--- config.mk ---
export PLATFORM = sky130hd
export DESIGN_NAME = id_ex_ctrl_pipe
export DESIGN_NICKNAME = d
export VERILOG_FILES = /design/src/rtl/id_ex_ctrl_pipe.sv
export SDC_FILE = /design/constraint.sdc
export NUM_CORES = 1
export LEC_CHECK = 0
export CORE_MARGIN = 4
export CORE_UTILIZATION = 39
export DETAILED_ROUTE_END_ITERATION = 12
export GPL_TIMING_DRIVEN = 1
export PLACE_DENSITY = 0.85
export REMOVE_ABC_BUFFERS = 1
export SLEW_MARGIN = 25
export SYNTH_ARGS = -nofsm -noshare
export SYNTH_HDL_FRONTEND = slang
export SYNTH_SLANG_ARGS = --single-unit
--- constraint.sdc ---
create_clock -name clk -period 1.62 [get_ports clk]
set_input_delay 0.243 -clock clk [delete_from_list [all_inputs] [get_ports clk]]
set_output_delay 0.243 -clock clk [all_outputs]
set_load 0.02 [all_outputs]
--- src/rtl/id_ex_ctrl_pipe.sv ---
// ID/EX control-bundle pipeline register with stall, flush and multi-cycle bubble injection.
// Optional bubble statistics counter enabled by defining CTRL_PIPE_STATS_EN.
module id_ex_ctrl_pipe #(
  parameter int unsigned ALUOP_W = 5,
  parameter int unsigned WDSEL_W = 3,
  parameter int unsigned NPCOP_W = 3,
  parameter int unsigned BUB_W   = 2
) (
  input  logic               clk,
  input  logic               rst,
  input  logic               stall,
  input  logic               flush,
  input  logic               bubble_req,
  input  logic [BUB_W-1:0]   bubble_len,
  input  logic               CTRL_RegWrite,
  input  logic               CTRL_MemWrite,
  input  logic               CTRL_ALUSrc,
  input  logic [WDSEL_W-1:0] CTRL_WDSel,
  input  logic [ALUOP_W-1:0] CTRL_ALUOp,
  input  logic [NPCOP_W-1:0] CTRL_NPCOp,
  output logic               ID_EX_RegWrite,
  output logic               ID_EX_MemWrite,
  output logic               ID_EX_ALUSrc,
  output logic [WDSEL_W-1:0] ID_EX_WDSel,
  output logic [ALUOP_W-1:0] ID_EX_ALUOp,
  output logic [NPCOP_W-1:0] ID_EX_NPCOp,
  output logic               ID_EX_valid,
`ifdef CTRL_PIPE_STATS_EN
  output logic [31:0]        bubble_count,
`endif
  output logic               id_hold
);

  typedef enum logic [0:0] {S_RUN = 1'b0, S_INJECT = 1'b1} state_t;

  state_t           state, state_nxt;
  logic [BUB_W-1:0] rem, rem_nxt;
  logic             load_bubble_c;
  logic             load_ctrl_c;
  logic             req_bubble_c;

  // Next-state, remaining-count and load decisions; id_hold is the only combinational output.
  always_comb begin
    state_nxt     = state;
    rem_nxt       = rem;
    load_bubble_c = 1'b0;
    load_ctrl_c   = 1'b0;
    req_bubble_c  = 1'b0;
    id_hold       = 1'b0;
    case (state)
      S_RUN: begin
        if (flush) begin
          load_bubble_c = 1'b1;
        end else if (stall) begin
          load_bubble_c = 1'b0;
        end else if (bubble_req && (bubble_len != '0)) begin
          load_bubble_c = 1'b1;
          req_bubble_c  = 1'b1;
          id_hold       = 1'b1;
          rem_nxt       = bubble_len - BUB_W'(1);
          if (bubble_len != BUB_W'(1)) state_nxt = S_INJECT;
        end else begin
          load_ctrl_c = 1'b1;
        end
      end
      S_INJECT: begin
        if (flush) begin
          load_bubble_c = 1'b1;
          rem_nxt       = '0;
          state_nxt     = S_RUN;
        end else if (stall) begin
          id_hold = 1'b1;
        end else begin
          load_bubble_c = 1'b1;
          req_bubble_c  = 1'b1;
          id_hold       = 1'b1;
          rem_nxt       = rem - BUB_W'(1);
          if (rem == BUB_W'(1)) state_nxt = S_RUN;
        end
      end
      default: begin
        state_nxt = S_RUN;
        rem_nxt   = '0;
      end
    endcase
  end

  // State and remaining-bubble register.
  always_ff @(posedge clk) begin
    if (rst) begin
      state <= S_RUN;
      rem   <= '0;
    end else begin
      state <= state_nxt;
      rem   <= rem_nxt;
    end
  end

  // Control bundle register: bubble, load, or hold (stall).
  always_ff @(posedge clk) begin
    if (rst || load_bubble_c) begin
      ID_EX_RegWrite <= 1'b0;
      ID_EX_MemWrite <= 1'b0;
      ID_EX_ALUSrc   <= 1'b0;
      ID_EX_WDSel    <= '0;
      ID_EX_ALUOp    <= '0;
      ID_EX_NPCOp    <= '0;
      ID_EX_valid    <= 1'b0;
    end else if (load_ctrl_c) begin
      ID_EX_RegWrite <= CTRL_RegWrite;
      ID_EX_MemWrite <= CTRL_MemWrite;
      ID_EX_ALUSrc   <= CTRL_ALUSrc;
      ID_EX_WDSel    <= CTRL_WDSel;
      ID_EX_ALUOp    <= CTRL_ALUOp;
      ID_EX_NPCOp    <= CTRL_NPCOp;
      ID_EX_valid    <= 1'b1;
    end
  end

`ifdef CTRL_PIPE_STATS_EN
  // Saturating count of hazard-requested bubbles; flush bubbles are not counted.
  always_ff @(posedge clk) begin
    if (rst) begin
      bubble_count <= '0;
    end else if (req_bubble_c && (bubble_count != 32'hFFFF_FFFF)) begin
      bubble_count <= bubble_count + 32'd1;
    end
  end
`endif

endmodule

# Yosys cells after proc, flatten, opt, wreduce, memory -nomap -nowiden
# Index checks and enable logic that the tools add are counted.
classes:
  addsub: 2
  n_eq_ne: 6
  n_mux: 27
  n_bitwise: 1
  reduce_logical: 4
ops:
  columns: ["cell", "n"]
  rows:
  - ["$mux W1", 18]
  - ["$mux W2", 5]
  - ["$ne A2 B2 Y1 const B", 3]
  - ["$pmux W1 S2", 3]
  - ["$pmux W2 S2", 1]
  - ["$reduce_and A4 Y1", 1]
  - ["$sub A2 B1 Y2 const B", 2]
  - ["$ne A3 B3 Y1 const B", 1]
  - ["$eq A2 B1 Y1 const B", 1]
  - ["$ne A2 B1 Y1 const B", 1]
  - ["$reduce_bool A2 Y1", 1]
  - ["$logic_and A1 B1 Y1", 1]
  - ["$logic_or A1 B1 Y1", 1]
  - ["$not A1 Y1", 1]
totals:
  register_bits: 18

# Depth between registers and ports, before layout
logic_depth:
  ltp_word: 7
  ltp_mapped: 8
  depth_no_buf: 6

# Worst setup path after synthesis
# Ideal clock, no wire load.
synth_path:
  kind: "input to register"
  from: "in bubble_len[0]"
  to: "reg ID_EX_ALUOp[0]"
  setup_ns: 0.120
  arrival_time_ns: 1.310
  required_time_ns: 1.500
  setup_slack_ns: 0.190
  stages: 8
  path_buffers: 2
  path_cell_list: "inv_1 > ha_1 > nor2b_1 > or4_4 > buf_6 > buf_8 > nand2_1 > a21oi_1"
synth_between:
  elab_chain_len: 7
synth_rtl:
  columns: ["item", "line_no", "rtl"]
  rows:
  - ["start: declaration", "14", "input logic [BUB_W-1:0] bubble_len,"]
  - ["$reduce_bool A2 Y1 *", "56", "end else if (bubble_req && (bubble_len != '0)) begin"]
  - ["$logic_and A1 B1 Y1 *", "56", null]
  - ["$mux W1", "56", null]
  - ["$mux W1", "54", "end else if (stall) begin"]
  - ["$mux W1", "52", "if (flush) begin"]
  - ["$pmux W1 S2", "50", "case (state)"]
  - ["$logic_or A1 B1 Y1", "101", "if (rst || load_bubble_c) begin"]
  - ["end signal: assignment", "114", "ID_EX_ALUOp <= CTRL_ALUOp;"]
  - ["end: declaration", "25", "output logic [ALUOP_W-1:0] ID_EX_ALUOp,"]
# Mark *: on every way between the ends. The rest lies on a longest branch, timed or not.
# A chain may end at the register's enable or synchronous reset.

# Worst setup path after layout
layout_path:
  from: "in bubble_req"
  to: "reg ID_EX_ALUSrc"
layout_between:
  elab_chain_len: 6
layout_rtl:
  columns: ["item", "line_no", "rtl"]
  rows:
  - ["start: declaration", "13", "input logic bubble_req,"]
  - ["$logic_and A1 B1 Y1 *", "56", null]
  - ["$mux W1", "56", null]
  - ["$mux W1", "54", null]
  - ["$mux W1", "52", null]
  - ["$pmux W1 S2", "50", null]
  - ["$logic_or A1 B1 Y1", "101", null]
  - ["end signal: assignment", "112", "ID_EX_ALUSrc <= CTRL_ALUSrc;"]
  - ["end: declaration", "23", "output logic ID_EX_ALUSrc,"]
# Marks and branches as above.

==> key figures <==
Pwr
  • Combinational share of power: 18.6%
  • Peak supply drop: 0.000344 V
  • Total power: 0.890 mW
  • Int Power: 0.684 mW
  • Clk pwr share: 30.1%
  • P_sw: 0.206 mW
  • P_leak: 0.472 nW
  • PD cells: 700 nW/um^2
  • Sequential power share: 51.3%
  • Sw Share: 23.2%

Synth
  • Top cells by area, synth: dfxtp_1 45%, nand2_1 14%, a21oi_1 9.4%
  • Distinct cells, synth: 21
  • Register bit total from synthesis: 18
  • Synthesis Warnings: 0
  • Post-synth EDFFs: 0
  • Sequential share of the synthesized area: 45.4%
  • Mapped Area: 795 um^2
  • Synthesized instance count: 97
  • Top FF cell, synth: dfxtp_1
  • Async set or reset register ratio after synthesis: 0%
  • Avg Cell Area, Syn: 8.19 um^2
  • Cell accounting for the most synthesized area: dfxtp_1
  • Area fraction of the dominant cell type after synthesis: 45.4%

Floorplanning
  • Num rows: 16
  • Ports: 37
  • Die Area: 2820 um^2
  • Starting Density: 40.9%
  • Core region area: 1940 um^2
  • Die Y: 53.1 um
  • Die Wd: 53.1 um

Critical path
  • Biggest cell delay along the critical path: 0.53 ns
  • CP Depth: 6
  • Worst Setup End Kind: flop
  • Worst path buffer plus inverter count: 2
  • Dominant delay contributor by cell family on the critical path: simple AND/OR/NAND/NOR gates
  • Critical path, cell by cell: clkdlybuf4s50_1 > nor2b_2 > buf_4 > or4_4 > nand2_1 > a21oi_1
  • Worst Reg-to-Reg Cells: 4
  • Arrival time at the worst endpoint: 1.68 ns
  • Reg-to-reg setup timing slack: 0.20 ns
  • Type of origin of the critical path: input port
  • Crit Path Class: input port to flop
  • Slowest cell on the critical path: or4_4
  • Critical path peak fanout: 14
  • CP required: 1.80 ns

STA
  • Skew final: 0.00691 ns
  • Final hold vios: 0
  • Slew HR: 79.3%
  • Final Cycle Share: 92.6%
  • Peak Freq: 667 MHz
  • Final setup viols: 0
  • Final Max Tran Viols: 0
  • RSZ-0062 raised after global routing: false
  • Worst slew pin tran: 0.310 ns
  • Tmin final: 1.50 ns
  • Final WS setup: 0.120 ns

Global route
  • GRT Residual Overflow: 0
  • GR Util All Layers: 15.2%
  • Initial antenna violation count: 0
  • First-pass GRT wire length: 3.17 mm
  • Vias in the first global route: 764
  • Largest net degree at the start of global routing: 16

Finish
  • Commonest non-fill, non-tap cell in the layout: clkdlybuf4s50_1
  • Share of cells above drive strength 1: 15.5%
  • Synth-to-layout area growth: 60.0%
  • Most frequent cells in the layout: 33 x clkdlybuf4s50_1, 29 x nand2_1, 18 x dfxtp_1, 14 x a21oi_1, 11 x buf_4
  • Fin util: 65.5%
  • # diodes: 0
  • Final #Nets: 167

Drt
  • Residual DRC count: 0
  • Final WL: 1.95 mm
  • Post-DR vias/cell: 4.63
  • Via count: 782
  • Avg WL per Cell: 11.5 um
  • Pre-antenna DRT Iters: 4
  • DRT iter0 DRCs: 6
  • DRT antenna net count: 0

Status
  • Outcome: complete, no violations

Clocking
  • Clock Tree Buf Depth: 2
  • TritonCTS clock tree: yes
  • Worst-path clk slew: 0.10 ns
  • Sink Count: 18
  • Number of buffers created by CTS: 3
  • Root buf cell: clkbuf_4
  • CTS HTree Levels: 1
  • Clk_lat worst skew: 0.29 ns

Place
  • Port bufs: 36
  • Post-DP HPWL: 1.55 mm
  • RD Place Congestion: 0.825
  • Setup WS pre-CTS: -0.578 ns

Hold path
  • Hold Crit Class: flop to flop
  • Hold Path Cell Cnt: 2

Flow run
  • Max Cap Viol: 0
## synth_stat cells (2+ instances only)
library cell / count
dfxtp_1: 18
o22ai_1: 2
nor2_1: 6
nand2_1: 29
o21ai_0: 3
ha_1: 3
buf_6: 2
a21oi_1: 15
buf_2: 3
inv_1: 5
## worst register-to-register path, stage by stage (launching register included)
cell and delay (ns):
dfxtp_1 0.34, buf_4 0.17, or4_4 0.63, nand2_1 0.11
a21oi_1 0.07
## layout make-up
type | instances | area (um^2)
clock buffers | 4 | 36.3
flip-flops and latches | 18 | 360
well taps | 27 | 33.8
inverters | 5 | 18.8
multi-input cells | 68 | 372
fillers | 172 | 671
repair buffers | 47 | 450
## per-stage QoR
| step | setup TNS (ns) | std cells | instance area (um^2) | hold slack [ns] |
|---|---|---|---|---|
| final | 0 | 169 | 1270 | 0.462 |
| after global routing | 0 | 169 | 1270 | 0.491 |
| after CTS | 0 | 169 | 1270 | 0.465 |
| after detailed placement | -5.53 | 164 | 1220 | 0.451 |
| after global placement | -4.67 | 164 | 1220 | 0.440 |
| after floorplan | 0 | 91 | 742 | 0.315 |
## power by group through the flow
stage	combinational [mW]	clock [mW]	sequential (mW)
floorplan	0.0508	0	0.474
global placement	0.158	0	0.466
detailed placement	0.163	0	0.466
CTS	0.166	0.281	0.456
global route	0.179	0.293	0.458
finish	0.166	0.268	0.456
## logic make-up after synthesis
| kind of cell | count (synthesis) | synth area share, % |
|---|---|---|
| and+or+nand+nor | 42 | 24.9 |
| DFF | 18 | 45.4 |
| buffers and inverters | 11 | 8.98 |
| muxes | 1 | 1.26 |
| AOI/OAI and AO/OA | 22 | 14.8 |
| adders and majority gates | 3 | 4.72 |
## repair_timing
item                       in CTS  in global routing
hold buffers                    0                  0
setup endpoints to repair      11                  0
setup buffers                   1                  0
gates resized for setup        10                  0
## flip-flops by register name, indices dropped and copies added (netlist names), 2 cells and up
register	count
ID_EX_ALUOp	5
ID_EX_NPCOp	3
ID_EX_WDSel	3
rem	2
## path summary, 6_finish.rpt
| kind | startpoint | to |
|---|---|---|
| max | bubble_req | ID_EX_ALUSrc$_SDFFE_PP0P_ |
| min | ID_EX_WDSel[2]$_SDFFE_PP0P_ | ID_EX_WDSel[2]$_SDFFE_PP0P_ |
| max reg2reg | state$_SDFF_PP0_ | ID_EX_ALUSrc$_SDFFE_PP0P_ |
| min reg2reg | ID_EX_WDSel[2]$_SDFFE_PP0P_ | ID_EX_WDSel[2]$_SDFFE_PP0P_ |
## metal layers
metal / global-route usage, % / share of wire (%)
met5: 0 / 0
met4: 8.51 / 0.72
met3: 4.23 / 8.8
met2: 26.7 / 47
met1: 16.3 / 43
No activity file was read; power rests on OpenSTA's default activity.
